[config.mk]
export PLATFORM = sky130hd
export DESIGN_NAME = pc_seq_ctrl
export DESIGN_NICKNAME = d
export VERILOG_FILES = /design/src/rtl/pc_seq_ctrl.sv
export SDC_FILE = /design/constraint.sdc
export NUM_CORES = 1
export LEC_CHECK = 0
export CAP_MARGIN = 20
export CORE_AREA = 3 3 64 66
export DETAILED_ROUTE_END_ITERATION = 16
export DIE_AREA = 0 0 67 69
export PLACE_DENSITY = 0.77
export REMOVE_ABC_BUFFERS = 1
export SYNTH_ARGS = -nofsm -noshare
export SYNTH_HDL_FRONTEND = slang
export SYNTH_SLANG_ARGS = --single-unit
[constraint.sdc]
create_clock -name CP -period 2.5 [get_ports CP]
set_input_delay 0.625 -clock CP [delete_from_list [all_inputs] [get_ports CP]]
set_output_delay 0.625 -clock CP [all_outputs]
set_load 0.02 [all_outputs]
[src/rtl/pc_seq_ctrl.sv]
// Fetch/execute sequencer for the 4-bit CPU: drives the control pins of the cascaded
// 74HC161 program counter pair, handshakes instruction fetch and holds the instruction register.
module pc_seq_ctrl #(
    parameter int unsigned EXEC_CYCLES  = 2,
    parameter int unsigned ACK_TIMEOUT  = 15,
    parameter logic [7:0]  RESET_VECTOR = 8'h00
) (
    input  logic       CP,
    input  logic       MRn,
    input  logic       run,
    input  logic       halt_req,
    input  logic [7:0] pc_q,
    output logic       mem_req,
    input  logic       mem_ack,
    input  logic [7:0] ins_i,
    output logic [7:0] ir_o,
    input  logic       jmp_req,
    input  logic [7:0] jmp_addr,
    output logic       pc_pen_n,
    output logic       pc_cep,
    output logic       pc_cet,
    output logic [7:0] pc_d,
    output logic [2:0] state_o,
    output logic       err_o,
    output logic       wrap_o
);

    typedef enum logic [2:0] {
        IDLE   = 3'd0,
        LOAD   = 3'd1,
        FETCH  = 3'd2,
        EXEC   = 3'd3,
        UPDATE = 3'd4,
        HALT   = 3'd5
    } state_t;

    localparam logic [3:0] EXEC_LAST = 4'(EXEC_CYCLES - 1);
    localparam logic [3:0] ACK_LIMIT = 4'(ACK_TIMEOUT);

    state_t     state, state_nx;
    logic [3:0] to_cnt, to_cnt_nx;
    logic [3:0] ex_cnt, ex_cnt_nx;
    logic [7:0] ir, ir_nx;
    logic       jmp_lat, jmp_lat_nx;
    logic [7:0] jmp_tgt, jmp_tgt_nx;
    logic       err, err_nx;
    logic       wrap, wrap_nx;

    always_ff @(posedge CP or negedge MRn) begin
        if (!MRn) begin
            state   <= IDLE;
            to_cnt  <= 4'd0;
            ex_cnt  <= 4'd0;
            ir      <= 8'h00;
            jmp_lat <= 1'b0;
            jmp_tgt <= 8'h00;
            err     <= 1'b0;
            wrap    <= 1'b0;
        end else begin
            state   <= state_nx;
            to_cnt  <= to_cnt_nx;
            ex_cnt  <= ex_cnt_nx;
            ir      <= ir_nx;
            jmp_lat <= jmp_lat_nx;
            jmp_tgt <= jmp_tgt_nx;
            err     <= err_nx;
            wrap    <= wrap_nx;
        end
    end

    // Counter pins depend only on registered state, so the counters act on the edge that ends the state.
    always_comb begin
        state_nx   = state;
        to_cnt_nx  = to_cnt;
        ex_cnt_nx  = ex_cnt;
        ir_nx      = ir;
        jmp_lat_nx = jmp_lat;
        jmp_tgt_nx = jmp_tgt;
        err_nx     = err;
        wrap_nx    = wrap;
        mem_req    = 1'b0;
        pc_pen_n   = 1'b1;
        pc_cep     = 1'b0;
        pc_d       = 8'h00;

        case (state)
            IDLE: begin
                if (run) state_nx = LOAD;
            end
            LOAD: begin
                pc_pen_n = 1'b0;
                pc_d     = RESET_VECTOR;
                state_nx = FETCH;
            end
            FETCH: begin
                mem_req = 1'b1;
                if (mem_ack) begin
                    ir_nx     = ins_i;
                    to_cnt_nx = 4'd0;
                    ex_cnt_nx = EXEC_LAST;
                    state_nx  = EXEC;
                end else if (to_cnt + 4'd1 == ACK_LIMIT) begin
                    to_cnt_nx = 4'd0;
                    err_nx    = 1'b1;
                    state_nx  = HALT;
                end else begin
                    to_cnt_nx = to_cnt + 4'd1;
                end
            end
            EXEC: begin
                if (ex_cnt == 4'd0) begin
                    jmp_lat_nx = jmp_req;
                    jmp_tgt_nx = jmp_addr;
                    state_nx   = UPDATE;
                end else begin
                    ex_cnt_nx = ex_cnt - 4'd1;
                end
            end
            UPDATE: begin
                if (jmp_lat) begin
                    pc_pen_n = 1'b0;
                    pc_d     = jmp_tgt;
                end else begin
                    pc_cep = 1'b1;
                    if (pc_q == 8'hFF) wrap_nx = 1'b1;
                end
                state_nx = halt_req ? HALT : FETCH;
            end
            HALT: begin
                if (run && !halt_req && !err) state_nx = FETCH;
            end
            default: state_nx = IDLE;
        endcase
    end

    assign pc_cet  = pc_cep;
    assign state_o = state;
    assign ir_o    = ir;
    assign err_o   = err;
    assign wrap_o  = wrap;

endmodule
==> flow_summary.rst, run 1 <==
.. list-table::
   :header-rows: 1

   * - Metric
     - Value
   * - Pin count of the biggest net entering global routing
     - 31
   * - Initial antenna violation count
     - 0
   * - Fraction of power consumed by combinational cells
     - 49.4%
   * - H-tree depth
     - 2
   * - Actual slew at the worst max-slew pin
     - roughly 0.42 ns
   * - Pins over their slew limit
     - 0
   * - PortBufs
     - 54
   * - Min Clock Period, post-route
     - 2.284 ns
   * - Number of buffers between clock root and the deepest sink
     - 2
   * - Critical path's top delay family
     - buffers and inverters
   * - Io pins
     - 55
   * - Portion of total power attributed to the clock network
     - 15.9%
   * - Critical path data required time
     - 1.88 ns
   * - Cell with the most instances after synthesis
     - sky130_fd_sc_hd__dfrtp_1
   * - Chip Width
     - 67 um
   * - Dpl hpwl
     - 2.665 mm
   * - Maximum vdd drop
     - 582.1 uV
   * - Internal power component
     - around 1.6 mW
   * - Wire length of the first global-routing pass
     - 6.154 mm
   * - Average instance area after synthesis
     - 11.17 sq um
   * - Synthesized instance count
     - 145
   * - Part of the Yosys area used for sequential elements
     - a little under half
   * - Number of clock buffers inserted by TritonCTS
     - 5
   * - Final setup fails
     - 0
   * - Slowest cell delay on critical path
     - 0.63 ns
   * - Remaining DRCs
     - 0
   * - Cell with the biggest individual delay on the critical path
     - sky130_fd_sc_hd__clkdlybuf4s50_1
   * - Share of the cycle needed by the critical path after routing
     - 91.37%
   * - Placed cell count
     - 245
   * - Leading cell types by total area after synthesis
     - sky130_fd_sc_hd__dfrtp_1, sky130_fd_sc_hd__mux2_4, sky130_fd_sc_hd__mux2_1, sky130_fd_sc_hd__and2_1, sky130_fd_sc_hd__nand2_1
   * - Async SR Flop Fraction
     - 100.0%
   * - Routed len/inst
     - 14.33 um
   * - Most instantiated cells after synthesis
     - sky130_fd_sc_hd__dfrtp_1, sky130_fd_sc_hd__nand2_1, sky130_fd_sc_hd__mux2_1
   * - Max-cap violations
     - 0
   * - Area of the multi-input gates
     - 802.0 sq um
   * - Ant diodes
     - 0
   * - Clock Pin Slew Worst Setup and Hold Paths
     - roughly 0.06 ns
   * - List of cells traversed by the critical path
     - buf_4 -> clkdlybuf4s50_1
   * - First-pass DRT Iterations
     - 4
   * - Highest fanout seen on the critical path
     - 17
   * - Post-route worst setup slack
     - 0.2158 ns
   * - CTS tree
     - yes
   * - Vias per Instance
     - 5.201
   * - WL final
     - ~3.6 mm
   * - Leakage
     - ~1.2 nW
   * - Clock tree root buffer cell
     - sky130_fd_sc_hd__clkbuf_8
   * - Critical path arrival
     - 1.66 ns
   * - Sequential cell area in the final layout
     - 753.2 sq um
   * - Final Total Pwr
     - ~2.6 mW
   * - Cell row count
     - 22
   * - Final clock skew
     - 0.006980 ns
   * - Switch share
     - a little under two fifths
   * - Number of sinks handled by clock tree synthesis
     - 30
   * - Post-synthesis sequential element count
     - 30
   * - Final Non-Filler Cells
     - around 250
   * - Vias in the first global route
     - 1,305
   * - Sequential group share of total power
     - approximately a third
   * - Remaining antenna violation count after routing
     - 0
   * - Number of violations reported at the end of detailed-routing iteration 0
     - 51
   * - Yosys warning count
     - 0
   * - Post-synth top flop
     - sky130_fd_sc_hd__dfrtp_1
   * - All-layer global routing usage
     - 17.16%
   * - Fraction of final layout cells sized beyond drive strength 1
     - 15.05%
   * - Worst slack, placed
     - 0.2501 ns
   * - Number of distinct library cells after synthesis
     - 46
   * - Area added between synthesis and finish
     - 44.75%
   * - Biggest area consumer among synthesized cells
     - sky130_fd_sc_hd__dfrtp_1
   * - Vias
     - 1,321
   * - Portion of synthesized cell area occupied by the leading cell type
     - 46.37%
   * - Outcome
     - completed
   * - Final GP Congestion
     - 0.9068
   * - Cell area power density
     - 1101 nW/um^2
   * - Vert. Die Dim
     - 69 um
   * - Total die area
     - 4623 sq um
   * - Filler cell count in the final layout
     - between 200 and 300
   * - Critical path class
     - reg2out
   * - Initial core utilization
     - between 40% and 50%
   * - Cell Area, Synth
     - 1619 sq um
   * - Count of hold buffers inserted by post-cts repair
     - 0
   * - Slew headroom
     - 72.04%
   * - CP Launch Type
     - flop
   * - Worst setup EP type
     - output pin
   * - Sum of buffers and inverters on the critical path
     - 2
   * - Core outline area
     - approximately 3600 sq um
   * - Highest achievable clock rate
     - about 0.44 GHz
   * - Unrepaired setup endpoints after global routing
     - false
   * - Class of the most critical hold timing path
     - reg2reg
   * - Clock insertion delay at the later pin of the skew report
     - 0.29 ns
   * - Number of synthesized flops with an enable pin
     - 0
   * - Layout net count
     - 238
   * - Total congestion overflow after global routing
     - 0
   * - Net switching power
     - ~0.98 mW
   * - Final hold violations
     - 0
[power groups by stage]
stage | sequential, mW | combinational (mW) | clock (mW)
final | 0.897 | 1.27 | 0.410
after CTS | 0.896 | 1.28 | 0.422
after global placement | 0.868 | 1.24 | 0
after floorplan | 1.02 | 0.631 | 0
after detailed placement | 0.887 | 1.28 | 0
after global routing | 0.940 | 1.39 | 0.447
[state kept, by name, summed over array words and instances, names as in the netlist]
signal and flops:
state_o 3, wrap_o 1, ir_o 8, jmp_lat 1, jmp_tgt 8, ex_cnt 4
err_o 1, to_cnt 4
[cell type report]
class | instances | share of cell area, %
multi-input cells | 102 | 34.22
clock buffers | 6 | 3.524
inverters | 6 | 1.014
clock inverters | 2 | 0.5339
well taps | 48 | 2.563
repair buffers | 60 | 26.00
flip-flops and latches | 30 | 32.14
[repair_timing]
| item | CTS | global route |
|---|---|---|
| setup endpoints to repair | 11 | 10 |
| pin swaps | 0 | 1 |
| setup buffers | 0 | 1 |
| gates resized for setup | 4 | 11 |
| cloned | 0 | 0 |
[kinds of logic after synthesis]
family | synth area share (%)
simple gates | 17.93
buf+inv | 4.868
compound gates | 13.60
flops | 46.37
fa+ha+maj | 2.319
mux | 14.92
[worst register-to-register path: stages, from the launching register on]
cell and delay, ns:
sky130_fd_sc_hd__dfrtp_1 0.39, sky130_fd_sc_hd__inv_1 0.12, sky130_fd_sc_hd__ha_1 0.22, sky130_fd_sc_hd__or3b_4 0.43, sky130_fd_sc_hd__nor2_4 0.28, sky130_fd_sc_hd__mux2_1 0.37
[routing by layer]
layer,GRT usage (%),vias to the layer above,share of wire (%),wire (um)
li1,-,646,-,-
met5,0,-,0,0
met4,5.405,0,1.4,51
met2,25.87,49,46,1690
met3,5.375,6,6.8,248
met1,23.29,620,45,1648
[path summary, 6_finish.rpt]
| check | end | cells after the start | slack [ns] | startpoint |
|---|---|---|---|---|
| min in group asynchronous | jmp_tgt[4]$_DFFE_PN0P_ | 2 | 0.72 | MRn |
| worst max register to register | jmp_lat$_DFFE_PN0P_ | 5 | 0.58 | ex_cnt[0]$_DFFE_PN0P_ |
| worst min register to register | wrap_o$_DFFE_PN0P_ | 1 | 0.46 | wrap_o$_DFFE_PN0P_ |
| worst min-delay path | wrap_o$_DFFE_PN0P_ | 1 | 0.46 | wrap_o$_DFFE_PN0P_ |
| max in group asynchronous | state_o[1]$_DFFE_PN0P_ | 2 | 1.48 | MRn |
| worst max-delay path | state_o[0] | 2 | 0.22 | state_o[0]$_DFFE_PN0P_ |
[through the flow]
step                instance area (sq um)  hold slack [ns]  util (%)  setup TNS [ns]
finish                               2344           0.4611     64.50               0
global route                         2344           0.4805     64.50               0
CTS                                  2310           0.4637     63.57               0
detailed placement                   2202           0.4497     60.61               0
global placement                     2202           0.4489     60.61               0
floorplan                            1564           0.3294         -         -0.5230
[layout by cell type, fill, tap and decap left out, types with 3 or more instances in the layout]
cell,count
sky130_fd_sc_hd__nand3_1,3
sky130_fd_sc_hd__mux2_1,9
sky130_fd_sc_hd__nand2_1,11
sky130_fd_sc_hd__dlymetal6s2s_1,10
sky130_fd_sc_hd__a22o_1,3
sky130_fd_sc_hd__and2_1,8
sky130_fd_sc_hd__dfrtp_1,28
sky130_fd_sc_hd__clkdlybuf4s50_1,43
sky130_fd_sc_hd__ha_1,3
sky130_fd_sc_hd__nand2b_1,4
sky130_fd_sc_hd__clkbuf_8,6
sky130_fd_sc_hd__o22ai_1,3
sky130_fd_sc_hd__a21oi_1,3
sky130_fd_sc_hd__nor2_1,4
sky130_fd_sc_hd__nor3_1,4
sky130_fd_sc_hd__mux2_4,8
sky130_fd_sc_hd__o21ai_1,5
sky130_fd_sc_hd__a21o_1,3
sky130_fd_sc_hd__inv_1,5
sky130_fd_sc_hd__buf_4,6
Power figures use the tool's default switching activity.
==> run 2: changes to the inputs <==
==> constraint.sdc (replaced) <==
create_clock -name CP -period 2.5 [get_ports CP]
set_input_delay 0.625 -clock CP [delete_from_list [all_inputs] [get_ports CP]]
set_output_delay 0.625 -clock CP [all_outputs]
set_load 0.01 [all_outputs]
==> flow_summary.rst, run 2 (synthesis results as in run 1) <==
.. list-table::
   :header-rows: 1

   * - Metric
     - Value
   * - Outcome
     - completed
   * - CP Launch Type
     - flop
   * - Min Clock Period, post-route
     - 2.406 ns
   * - Clock Pin Slew Worst Setup and Hold Paths
     - roughly 0.060 ns
   * - Chip Width
     - 67 um
   * - CTS tree
     - yes
   * - Share of the cycle needed by the critical path after routing
     - ~96%
   * - Unrepaired setup endpoints after global routing
     - false
   * - Reg2Reg Depth
     - 5
   * - Leakage
     - 1.035 nW
   * - Post-route worst setup slack
     - roughly 0.094 ns
   * - Clock insertion delay at the later pin of the skew report
     - 0.29 ns
   * - Total die area
     - 4623 sq um
   * - Class of the most critical hold timing path
     - reg2reg
   * - Wire length of the first global-routing pass
     - 5.809 mm
   * - Cell area reported after detailed placement
     - 2202 sq um
   * - Filler cell count in the final layout
     - 270
   * - Layout net count
     - 239
   * - Vias
     - 1,322
   * - Remaining antenna violation count after routing
     - 0
   * - Critical path class
     - reg2out
   * - Worst slack, placed
     - 0.2584 ns
   * - Area of the multi-input gates
     - approximately 800 sq um
   * - Final Total Pwr
     - 2.510 mW
   * - Initial antenna violation count
     - 0
   * - Area of all placed cells without fillers
     - between 2000 and 2500 sq um
   * - Core outline area
     - between 3000 and 4000 sq um
   * - Final clock skew
     - 0.005488 ns
   * - List of cells traversed by the critical path
     - or3b_1 -> clkinv_2 -> clkdlybuf4s50_1
   * - Remaining DRCs
     - 0
   * - Vias per Instance
     - 5.184
   * - Critical path data required time
     - 1.88 ns
   * - Area added between synthesis and finish
     - 44.20%
   * - Maximum vdd drop
     - slightly above 500 uV
   * - Final GP Congestion
     - between 0.8 and 0.9
   * - Total congestion overflow after global routing
     - 0
   * - Pin count of the biggest net entering global routing
     - 31
   * - Routed len/inst
     - roughly 14 um
   * - Worst setup EP type
     - output pin
   * - Count of hold buffers inserted by post-cts repair
     - 0
   * - Highest achievable clock rate
     - 0.4156 GHz
   * - WHS Path Cells
     - 1
   * - Dpl hpwl
     - 2.647 mm
   * - Top library cells by usage in the layout, fill and taps aside
     - sky130_fd_sc_hd__clkdlybuf4s50_1, sky130_fd_sc_hd__dfrtp_1, sky130_fd_sc_hd__nand2_1, sky130_fd_sc_hd__mux2_1
   * - Vias in the first global route
     - 1,226
   * - Actual slew at the worst max-slew pin
     - 0.4752 ns
   * - Setup TNS
     - 0 ns
   * - Number of sinks handled by clock tree synthesis
     - 30
   * - Highest fanout seen on the critical path
     - 5
   * - All-layer global routing usage
     - 16.11%
   * - Fraction of final layout cells sized beyond drive strength 1
     - between 15 and 20%
   * - Slew headroom
     - between 60% and 70%
   * - Slowest cell delay on critical path
     - ~0.53 ns
   * - Pins over their slew limit
     - 0
   * - H-tree depth
     - 2
   * - Final setup fails
     - 0
   * - Clock tree root buffer cell
     - sky130_fd_sc_hd__clkbuf_8
   * - First-pass DRT Iterations
     - 4
   * - Number of buffers between clock root and the deepest sink
     - 2
   * - Initial core utilization
     - 44.56%
   * - Io pins
     - 55
   * - Vert. Die Dim
     - between 60 and 70 um
   * - Ant diodes
     - 0
   * - Cell with the biggest individual delay on the critical path
     - sky130_fd_sc_hd__clkdlybuf4s50_1
   * - Number of clock buffers inserted by TritonCTS
     - 5
   * - Max-cap violations
     - 0
   * - Sequential cell area in the final layout
     - 753.2 sq um
   * - Cell area power density
     - 1075 nW/um^2
   * - PortBufs
     - 54
   * - Number of violations reported at the end of detailed-routing iteration 0
     - 36
   * - Cell row count
     - 22
   * - Critical path arrival
     - 1.78 ns
   * - WL final
     - 3.553 mm
   * - Most common cell after layout, fill and taps aside
     - sky130_fd_sc_hd__clkdlybuf4s50_1
   * - Final hold violations
     - 0
-- run 2: changes by cell type in the layout (fill, tap and decap cells not counted), sizes merged --
cell,previous run,this run
dlygate4sd2,1,0
dlymetal6s2s,10,2
buf,6,7
clkdlybuf4s50,43,52
-- run 2: power by group --
group          switching [mW]  total, mW  leakage [nW]  internal (mW)
clock                   0.191      0.412        0.0472          0.221
combinational           0.500       1.19         0.622          0.692
sequential              0.202      0.907         0.366          0.705
-- run 2: through the flow --
stage / utilization (%) / hold slack [ns] / std cells
finish: 64.26 / 0.4585 / 255
global route: 64.26 / 0.4936 / 255
CTS: 63.43 / 0.4631 / 253
detailed placement: 60.61 / 0.4486 / 245
global placement: 60.61 / 0.4411 / 245
floorplan: - / 0.3294 / 138
-- run 2: worst max-delay path, delay by kind of cell (launching register included) --
family | cells | cell delay, ns
buf+inv | 2 | 0.60
flops | 1 | 0.47
simple gates | 1 | 0.43
-- run 2: what timing repair did --
action                     in CTS  in global routing
setup endpoints to repair       9                 11
buffers inserted                0                  2
gates resized for setup         2                  5
pin swaps                       0                  1
-- run 2: cell type report --
class | instances | share of cell area, %
clock inverter | 2 | 0.5359
inverter | 6 | 1.018
tap | 48 | 2.572
sequential | 30 | 32.26
clock buffer | 6 | 3.537
multi-input combinational | 102 | 34.46
timing repair buffer | 61 | 25.62
-- run 2: per-layer routing --
metal	routed length (um)	vias up	share of wire [%]	global-route usage (%)
met5	0	-	0	0
li1	-	650	-	-
met1	1544	600	43	21.56
met3	336	7	9.5	5.375
met4	55	0	1.5	5.405
met2	1617	65	46	24.24
-- run 2: path summary, 6_finish.rpt --
kind                                               end  slack, ns                   start
worst max-delay path                           mem_req       0.09  state_o[0]$_DFFE_PN0P_
worst min-delay path                wrap_o$_DFFE_PN0P_       0.46      wrap_o$_DFFE_PN0P_
worst max register to register  jmp_tgt[4]$_DFFE_PN0P_       0.61   ex_cnt[0]$_DFFE_PN0P_
worst min register to register      wrap_o$_DFFE_PN0P_       0.46      wrap_o$_DFFE_PN0P_
max in group asynchronous       state_o[2]$_DFFE_PN0P_       1.46                     MRn
min in group asynchronous          ir_o[0]$_DFFE_PN0N_       0.74                     MRn
==> run 3: changes to the inputs <==
--- a/config.mk
+++ b/config.mk
@@ -9,6 +9,7 @@
 export CORE_AREA = 3 3 64 66
 export DETAILED_ROUTE_END_ITERATION = 16
 export DIE_AREA = 0 0 67 69
+export HOLD_SLACK_MARGIN = 0.15
 export PLACE_DENSITY = 0.77
 export REMOVE_ABC_BUFFERS = 1
 export SYNTH_ARGS = -nofsm -noshare
==> results of run 3 <==
Same layout as run 2: the final DEF is identical, and so are final timing and power.
